**src/rtl/cuckoo_pkg.sv**
```systemverilog
// Shared types for the cuckoo chime: FSM states, strike-count width and the
// 24h-to-12h strike mapping.
package cuckoo_pkg;

  typedef enum logic [1:0] {
    IDLE = 2'd0,
    ON   = 2'd1,
    OFF  = 2'd2
  } state_e;

  localparam int STRIKE_W = 4;

  // A 12-hour face strikes 12 at midnight/noon, otherwise hour mod 12.
  function automatic logic [STRIKE_W-1:0] hour_to_strikes(input logic [4:0] hour);
    logic [4:0] h12_s;
    h12_s = (hour >= 5'd12) ? (hour - 5'd12) : hour;
    if (h12_s == 5'd0) begin
      return 4'd12;
    end else begin
      return h12_s[STRIKE_W-1:0];
    end
  endfunction

endpackage

```
**src/rtl/cuckoo_trig_det.sv**
```systemverilog
// Chime trigger detector: minute-edge detect, quiet window, mute gate.
// Optional half-hour single strike when CUCKOO_HALF_HOUR_EN is defined.
module cuckoo_trig_det
  import cuckoo_pkg::*;
#(
  parameter int QUIET_START = 0,
  parameter int QUIET_END   = 7,
  parameter int COUNT_MODE  = 1
) (
  input  logic                clk,
  input  logic                rst_n,
  input  logic [4:0]          hour,
  input  logic [5:0]          min,
  input  logic                i_mute,
  output logic                trig,
  output logic [STRIKE_W-1:0] strikes
);

  logic [5:0] prev_min_r;
  logic       quiet_s;
  logic       top_s;
`ifdef CUCKOO_HALF_HOUR_EN
  logic       half_s;
`endif

  // Previous minute, sampled every clock so time-set jumps are seen too.
  always_ff @(posedge clk or negedge rst_n) begin
    if (!rst_n) begin
      prev_min_r <= 6'd0;
    end else begin
      prev_min_r <= min;
    end
  end

  // Quiet window; START > END wraps past midnight, START == END never quiet.
  always_comb begin
    quiet_s = 1'b0;
    if (QUIET_START < QUIET_END) begin
      quiet_s = (int'(hour) >= QUIET_START) && (int'(hour) < QUIET_END);
    end else if (QUIET_START > QUIET_END) begin
      quiet_s = (int'(hour) >= QUIET_START) || (int'(hour) < QUIET_END);
    end else begin
      quiet_s = 1'b0;
    end
  end

  // Minute edge detect and strike-count selection.
  always_comb begin
    top_s   = (min == 6'd0) && (prev_min_r != 6'd0);
`ifdef CUCKOO_HALF_HOUR_EN
    half_s  = (min == 6'd30) && (prev_min_r != 6'd30);
`endif
    trig    = 1'b0;
    strikes = {STRIKE_W{1'b0}};
    if (quiet_s || i_mute) begin
      trig    = 1'b0;
      strikes = {STRIKE_W{1'b0}};
    end else if (top_s) begin
      trig    = 1'b1;
      strikes = (COUNT_MODE != 0) ? hour_to_strikes(hour) : 4'd1;
    end
`ifdef CUCKOO_HALF_HOUR_EN
    else if (half_s) begin
      trig    = 1'b1;
      strikes = 4'd1;
    end
`endif
    else begin
      trig    = 1'b0;
      strikes = {STRIKE_W{1'b0}};
    end
  end

endmodule

```
**src/rtl/cuckoo_chime.sv**
```systemverilog
// Cuckoo chime sequencer: emits a tick-timed pulse train at the top of the hour.
// Half-hour single strike is enabled by defining CUCKOO_HALF_HOUR_EN.
module cuckoo_chime
  import cuckoo_pkg::*;
#(
  parameter int ON_TICKS    = 5,
  parameter int OFF_TICKS   = 5,
  parameter int QUIET_START = 0,
  parameter int QUIET_END   = 7,
  parameter int COUNT_MODE  = 1
) (
  input  logic       clk,
  input  logic       rst_n,
  input  logic       i_tick,
  input  logic [4:0] hour,
  input  logic [5:0] min,
  input  logic       i_mute,
  output logic       o_cuckoo,
  output logic       o_busy,
  output logic       o_done
);

  localparam int MAX_TICKS = (ON_TICKS > OFF_TICKS) ? ON_TICKS : OFF_TICKS;
  localparam int CNT_W     = $clog2(MAX_TICKS + 1);
  localparam logic [CNT_W-1:0] ON_LAST  = CNT_W'(ON_TICKS - 1);
  localparam logic [CNT_W-1:0] OFF_LAST = CNT_W'(OFF_TICKS - 1);

  state_e                state_r, state_s;
  logic [CNT_W-1:0]      cnt_r, cnt_s;
  logic [STRIKE_W-1:0]   rem_r, rem_s;
  logic                  cuckoo_r, busy_r, done_r, done_s;
  logic                  trig_s;
  logic [STRIKE_W-1:0]   strikes_s;

  cuckoo_trig_det #(
    .QUIET_START (QUIET_START),
    .QUIET_END   (QUIET_END),
    .COUNT_MODE  (COUNT_MODE)
  ) u_trig_det (
    .clk     (clk),
    .rst_n   (rst_n),
    .hour    (hour),
    .min     (min),
    .i_mute  (i_mute),
    .trig    (trig_s),
    .strikes (strikes_s)
  );

  // Next-state logic; the tick counter restarts on every phase entry.
  always_comb begin
    state_s = state_r;
    cnt_s   = cnt_r;
    rem_s   = rem_r;
    done_s  = 1'b0;
    case (state_r)
      IDLE: begin
        if (trig_s) begin
          state_s = ON;
          cnt_s   = {CNT_W{1'b0}};
          rem_s   = strikes_s;
        end else begin
          state_s = IDLE;
        end
      end
      ON: begin
        if (i_mute) begin
          state_s = IDLE;
          cnt_s   = {CNT_W{1'b0}};
          rem_s   = {STRIKE_W{1'b0}};
        end else if (i_tick) begin
          if (cnt_r == ON_LAST) begin
            cnt_s = {CNT_W{1'b0}};
            // Last strike leaves straight to IDLE, no trailing gap.
            if (rem_r <= 4'd1) begin
              state_s = IDLE;
              rem_s   = {STRIKE_W{1'b0}};
              done_s  = 1'b1;
            end else begin
              state_s = OFF;
              rem_s   = rem_r - 4'd1;
            end
          end else begin
            cnt_s = cnt_r + CNT_W'(1);
          end
        end else begin
          state_s = ON;
        end
      end
      OFF: begin
        if (i_mute) begin
          state_s = IDLE;
          cnt_s   = {CNT_W{1'b0}};
          rem_s   = {STRIKE_W{1'b0}};
        end else if (i_tick) begin
          if (cnt_r == OFF_LAST) begin
            state_s = ON;
            cnt_s   = {CNT_W{1'b0}};
          end else begin
            cnt_s = cnt_r + CNT_W'(1);
          end
        end else begin
          state_s = OFF;
        end
      end
      default: begin
        state_s = IDLE;
        cnt_s   = {CNT_W{1'b0}};
        rem_s   = {STRIKE_W{1'b0}};
      end
    endcase
  end

  // State, counters and registered outputs derived from the next state.
  always_ff @(posedge clk or negedge rst_n) begin
    if (!rst_n) begin
      state_r  <= IDLE;
      cnt_r    <= {CNT_W{1'b0}};
      rem_r    <= {STRIKE_W{1'b0}};
      cuckoo_r <= 1'b0;
      busy_r   <= 1'b0;
      done_r   <= 1'b0;
    end else begin
      state_r  <= state_s;
      cnt_r    <= cnt_s;
      rem_r    <= rem_s;
      cuckoo_r <= (state_s == ON);
      busy_r   <= (state_s != IDLE);
      done_r   <= done_s;
    end
  end

  assign o_cuckoo = cuckoo_r;
  assign o_busy   = busy_r;
  assign o_done   = done_r;

endmodule

```
**config.mk**
```make
export PLATFORM = sky130hd
export DESIGN_NAME = cuckoo_chime
export DESIGN_NICKNAME = d
export VERILOG_FILES = /design/src/rtl/cuckoo_pkg.sv /design/src/rtl/cuckoo_trig_det.sv /design/src/rtl/cuckoo_chime.sv
export SDC_FILE = /design/constraint.sdc
export NUM_CORES = 1
export LEC_CHECK = 0
export BUFFER_PORTS_ARGS = -buffer_cell sky130_fd_sc_hd__buf_2
export CAP_MARGIN = 20
export CORE_UTILIZATION = 54
export DETAILED_ROUTE_END_ITERATION = 8
export PLACE_DENSITY_LB_ADDON = 0.25
export SLEW_MARGIN = 15
export SYNTH_ARGS = -nofsm -noshare
export SYNTH_HDL_FRONTEND = slang
export SYNTH_SLANG_ARGS = --single-unit
```
**constraint.sdc**
```tcl
create_clock -name clk -period 1.7 [get_ports clk]
set_input_delay 0.51 -clock clk [delete_from_list [all_inputs] [get_ports clk]]
set_output_delay 0.51 -clock clk [all_outputs]
set_load 0.02 [all_outputs]
```
==> results of run 1 <==
how the worst max path moves through the flow:
| stage | slack, ns | end | depth (start not counted) |
|---|---|---|---|
| 3_5_place_dp | -0.38 | rem_r[3] | 6 |
| 6_report | -0.04 | rem_r[3] | 6 |
| 3_3_place_gp | -0.33 | rem_r[2] | 6 |
| 5_1_grt | -0.08 | rem_r[3] | 6 |
| 4_1_cts | -0.02 | rem_r[3] | 6 |
| 2_1_floorplan | -0.22 | rem_r[2] | 5 |
final cells by class:
class / count / area, um^2 / share of cell area [%]
multi-input cells: 74 / 651 / 45.9
flip-flops and latches: 18 / 450 / 31.8
repair buffers: 34 / 225 / 15.9
inverters: 10 / 37.5 / 2.65
well taps: 25 / 31.3 / 2.21
clock buffers: 3 / 22.5 / 1.59
state kept, by name, indices dropped and copies added, names as in the netlist:
signal	count
o_cuckoo	1
u_trig_det.prev_min_r	6
rem_r	4
o_done	1
o_busy	1
cnt_r	3
state_r	2
cell families (layout without fill, tap and decap cells):
family | count (synthesis) | count (layout) | synth area share (%)
adders and majority gates | 9 | 9 | 10.4
xor gates and xnor gates | 3 | 3 | 2.44
buffers and inverters | 11 | 47 | 3.83
muxes | 4 | 4 | 3.94
DFF | 18 | 18 | 41.8
AOI/OAI and AO/OA | 33 | 33 | 23.4
and+or+nand+nor | 25 | 25 | 14.2
cell usage in the layout, fill, tap and decap left out, types with 2 or more instances in the layout:
master	instances
nor3_1	2
o22ai_2	2
nand2_1	2
o32a_1	2
a22o_1	3
clkbuf_4	3
dfrtp_1	18
mux2_4	2
mux2i_1	2
o21ai_1	2
buf_4	17
buf_6	2
nor2_1	6
buf_2	15
inv_1	10
nor2b_1	2
nand2b_1	2
nand3_1	2
a21oi_1	6
ha_1	8
xnor2_1	3
timing repair:
item                       4_1_cts  5_1_grt
gates resized for setup          6       10
setup endpoints to repair        4        9
setup buffers                    0        1
routing by layer:
layer,global-route usage [%],up-vias,routed length (um)
li1,-,455,-
met1,30.0,448,1120
met2,41.7,24,1220
met3,4.71,4,76
met4,5.14,0,18
met5,0,-,0
power by group through the flow:
| stage | registers, mW | clock network (mW) | logic (mW) |
|---|---|---|---|
| 6_report | 0.439 | 0.205 | 0.110 |
| 5_1_grt | 0.440 | 0.218 | 0.119 |
| 4_1_cts | 0.438 | 0.209 | 0.103 |
| 3_5_place_dp | 0.447 | 0 | 0.0998 |
| 3_3_place_gp | 0.447 | 0 | 0.0969 |
| 2_1_floorplan | 0.447 | 0 | 0.0407 |
stage by stage:
step           total power, mW  worst slack [ns]
6_report                 0.754           -0.0398
4_1_cts                  0.751           -0.0182
3_3_place_gp             0.543            -0.332
2_1_floorplan            0.488            -0.216
5_1_grt                  0.778           -0.0770
3_5_place_dp             0.547            -0.379
==> metrics.csv, run 1 <==
stage;metric;value;unit
global_route;grt_pass1_vias;833;
sta;hold_ws;0.139;ns
status;status;complete, but fails checks;
sta;finalCritPeriodShare;102;%
placement;dp_hpwl;1730;um
critical_path;ff2ff_path_depth;7;
yosys;synth-async-reset-ratio;100;%
route;vias;931;
cts;h-tree-depth;1;
critical_path;path_delay_family;simple AND/OR/NAND/NOR gates;
route;ant_nets;0;
yosys;yosysMostFrequentCell;dfrtp_1;
global_route;grt_pass1_wl;3620;um
route;viasPerCell;5.68;
status;violations;negative setup slack;
critical_path;cp_data_required_time;1.88;ns
cts;cts_tree;done;
critical_path;crit_type;input pin to flip-flop;
yosys;synth.distinct_cells;39;
critical_path;cpPeakStageDelay;0.54;ns
sta;hold_violations;0;
layout;fill_cells;119;
floorplan;die_area;2180;um^2
yosys;post-synth-top-area-fraction;41.8;%
global_route;grt_max_degree;19;
floorplan;fp.dieH;46.7;um
cts;clk_latency;0.29;ns
cts;cts_made_buffers;3;
global_route;grt_usage;23.8;%
power;p_sw;183;uW
sta;fin_setup_tns;-0.0971;ns
route;dr.pass1.iters;4;
yosys;ys_ff_latch;18;
critical_path;crit_chain;buf_6, or4_4, nor4_4, a21bo_4, o21ai_4, mux2_4;
layout;drive_gt1_share;39.6;%
power;vdd_drop_max;0.503;mV
yosys;syn_avg_cell_area;10.5;um^2
layout;nets;165;
cts;clockRootBuffer;clkbuf_4;
yosys;syn_inst;103;
min_path;worstHoldPathType;input pin to async pin;
cts;cts.clk_slew.worst_paths;0.10;ns
sta;fin_crit;1.74;ns
cts;cts_num_sinks;18;
layout;postLayoutCoreUtil;78.7;%
global_route;overflow;0;
route;wl_per_cell;14.9;um
power;p_leak;0.668;nW
sta;worst_slew_pin_slew;0.412;ns
yosys;synth.yosys.seq_area_share;41.8;%
critical_path;crit_path_start;i_mute;
yosys;synth_warnings;0;
cts;cts_hold_buf;0;
yosys;synth_top_area_cell;dfrtp_1;
floorplan;core.rowCount;15;
layout;stdcell_count;164;
yosys;synth_area;1080;um^2
placement;dpl.cell_count;160;
power;sw_frac_of_total;24.3;%
critical_path;r2r-end;o_cuckoo;
placement;place_area;1310;um^2
power;clkPwrFrac;27.2;%
sta;fin_worst_skew;0.00282;ns
sta;final-setup-viol-count;3;
critical_path;cp.arrival;1.92;ns
sta;rsz0062_at_grt;yes;
floorplan;start_util;59.9;%
power;powerDensity;532;nW/um^2
placement;io_buffers;17;
cts;cts_max_path_buffers;2;
yosys;synth_top_cells_by_count;dfrtp_1, inv_1, ha_1;
critical_path;worstPathMaxFanout;5;
yosys;synth_edf_count;0;
sta;worst_slack;-0.0398;ns
sta;relSlewSlack;72.5;%
critical_path;start_kind;input pin;
power;pwr-share-seq;58.2;%
layout;syn_to_final_growth;31.4;%
yosys;yosys-top-cells-area;dfrtp_1, ha_1, inv_1;
route;first_iter_violations;34;
critical_path;reg2reg_slack;0.05;ns
floorplan;die_x;46.7;um
layout;final_area;1420;um^2
route;drc;0;
yosys;synth_flop_cell;dfrtp_1;
critical_path;critical_path_buf_inv_count;1;
route;wl;2440;um
critical_path;reg2reg_from;state_r[1];
power;p_int;571;uW
placement;gp_congestion;0.775;
floorplan;ios;18;
sta;slew_viol_final;0;
critical_path;cp_slowest_cell;or4_4;
sta;maxClockFrequency;575;MHz
power;combPwrFrac;14.6;%
flow_run;cap_violations;0;
layout;antenna_cells;0;
floorplan;core-area;1800;um^2
global_route;antenna_found_initial;0;
yosys;synth.net_count;127;
critical_path;cp-end-kind;flip-flop;
(Power assumes the default switching activity.)
==> inputs of run 2 (changes only) <==
- CAP_MARGIN: 20 -> 30
- CORE_UTILIZATION: 54 -> 49
- clock period: 1.7 -> 1.45 ns (I/O delays scaled with it)
==> run 2 against run 1 <==
  * The run still ends with negative setup slack left
  * Critical path type unchanged
  * Setup slack lost 0.21 ns
  * Clock power grew 51%
  * Sequential power grew 18%
  * Cell count grew 9.1%
==> metrics.csv, run 2 (synthesis results as in run 1) <==
stage;metric;value;unit
status;status;complete, but fails checks;
status;violations;negative setup slack;
layout;nets;177;
cts;cts.clk_slew.worst_paths;0.11;ns
critical_path;cp.arrival;1.90;ns
layout;final_common_cell;buf_4;
placement;dp_hpwl;1820;um
floorplan;core.rowCount;16;
sta;hold_violations;0;
route;first_iter_violations;18;
layout;stdcell_count;179;
floorplan;die_area;2390;um^2
critical_path;crit_type;input pin to flip-flop;
floorplan;die_x;48.9;um
sta;fin_crit;1.70;ns
global_route;overflow;0;
floorplan;start_util;53.3;%
route;vias;992;
route;dr.pass1.iters;4;
sta;worst_slew_pin_slew;0.394;ns
floorplan;fp.dieH;48.9;um
power;vdd_drop_max;0.498;mV
floorplan;ios;18;
cts;clk_latency;0.30;ns
layout;antenna_cells;0;
critical_path;critical_path_buf_inv_count;1;
power;powerDensity;617;nW/um^2
critical_path;crit_chain;buf_8, or4_4, nor4_4, a21bo_4, o21ai_4, mux2_1;
route;ant_nets;0;
route;wl_per_cell;15.8;um
layout;drive_gt1_share;49.3;%
placement;gp_congestion;0.803;
cts;cts_tree;done;
route;viasPerCell;5.54;
sta;slew_viol_final;0;
sta;rsz0062_at_grt;yes;
cts;h-tree-depth;1;
placement;dp_slack;-0.558;ns
critical_path;cp_slowest_cell;or4_4;
layout;largest_reg_flops;6;
cts;clockRootBuffer;clkbuf_4;
sta;fin_setup_tns;-1.72;ns
power;total_power;967;uW
layout;largest-register;u_trig_det.prev_min_r;
critical_path;cpPeakStageDelay;0.54;ns
sta;fin_worst_skew;0.0123;ns
cts;cts_max_path_buffers;2;
min_path;worstHoldPathType;input pin to async pin;
cts;cts_made_buffers;3;
global_route;grt_pass1_vias;967;
global_route;antenna_found_initial;0;
layout;postLayoutCoreUtil;77.5;%
cts;cts_hold_buf;0;
route;drc;0;
layout;layout_common_cells;buf_4, dfrtp_1, buf_2;
sta;relSlewSlack;73.7;%
critical_path;start_kind;input pin;
global_route;grt_max_degree;19;
sta;worst_slack;-0.254;ns
layout;top_regs;u_trig_det.prev_min_r x6, rem_r x4, cnt_r x3;
global_route;grt_usage;25.4;%
placement;dpl.cell_count;169;
sta;final-setup-viol-count;10;
flow_run;cap_violations;0;
cts;cts_num_sinks;18;
placement;io_buffers;17;
power;p_leak;0.741;nW
sta;finalCritPeriodShare;118;%
global_route;grt_pass1_wl;4490;um
floorplan;core-area;2020;um^2
critical_path;cp_data_required_time;1.64;ns
critical_path;path_delay_family;simple AND/OR/NAND/NOR gates;
route;wl;2840;um
critical_path;worstPathMaxFanout;5;
critical_path;cp-end-kind;flip-flop;
sta;maxClockFrequency;587;MHz
layout;syn_to_final_growth;45.2;%
## run 2: cell count changes in the layout (fill, tap and decap cells not counted), sizes merged
cell    before  now
clkbuf       3    4
buf         34   46
## run 2: through the flow
step	hold slack [ns]	cell area, um^2
2_1_floorplan	0.139	1080
3_3_place_gp	0.380	1370
3_5_place_dp	0.386	1370
4_1_cts	0.0545	1500
5_1_grt	0.0534	1570
6_report	0.0404	1570
## run 2: report_power, final
part           switching, mW  total (mW)  leakage [nW]  internal, mW
Sequential           0.00687       0.518         0.238         0.511
Combinational         0.0705       0.139         0.482        0.0686
Clock                  0.157       0.310        0.0210         0.153
## run 2: routing by layer
layer	up-vias	track usage, %	wire, um
met3	6	7.17	110
met4	0	11.3	46
li1	481	-	-
met2	26	44.2	1480
met1	479	28.9	1200
met5	-	0	0
## run 2: final timing paths
| kind | endpoint | startpoint | slack (ns) | depth (start not counted) |
|---|---|---|---|---|
| setup / recovery | rem_r[2] | i_mute | -0.25 | 6 |
| setup reg to reg | cnt_r[2] | u_trig_det.prev_min_r[2] | -0.20 | 5 |
| hold / removal | cnt_r[1] | rst_n | 0.04 | 1 |
| min in group clk | u_trig_det.prev_min_r[4] | min[4] | 0.27 | 1 |
| hold reg to reg | rem_r[2] | rem_r[2] | 0.62 | 1 |
| max in group asynchronous | state_r[1] | rst_n | 1.12 | 1 |
## run 2: final cells by class
class	instances	area (um^2)
repair buffers	46	317
multi-input cells	74	692
clock buffers	4	36.3
flip-flops and latches	18	450
fillers	143	455
inverters	10	37.5
well taps	27	33.8
## run 2: what timing repair did
item | in CTS | in global routing
setup endpoints to repair | 11 | 11
pin swaps | 10 | 3
gates resized for setup | 15 | 12
buffers inserted | 3 | 3
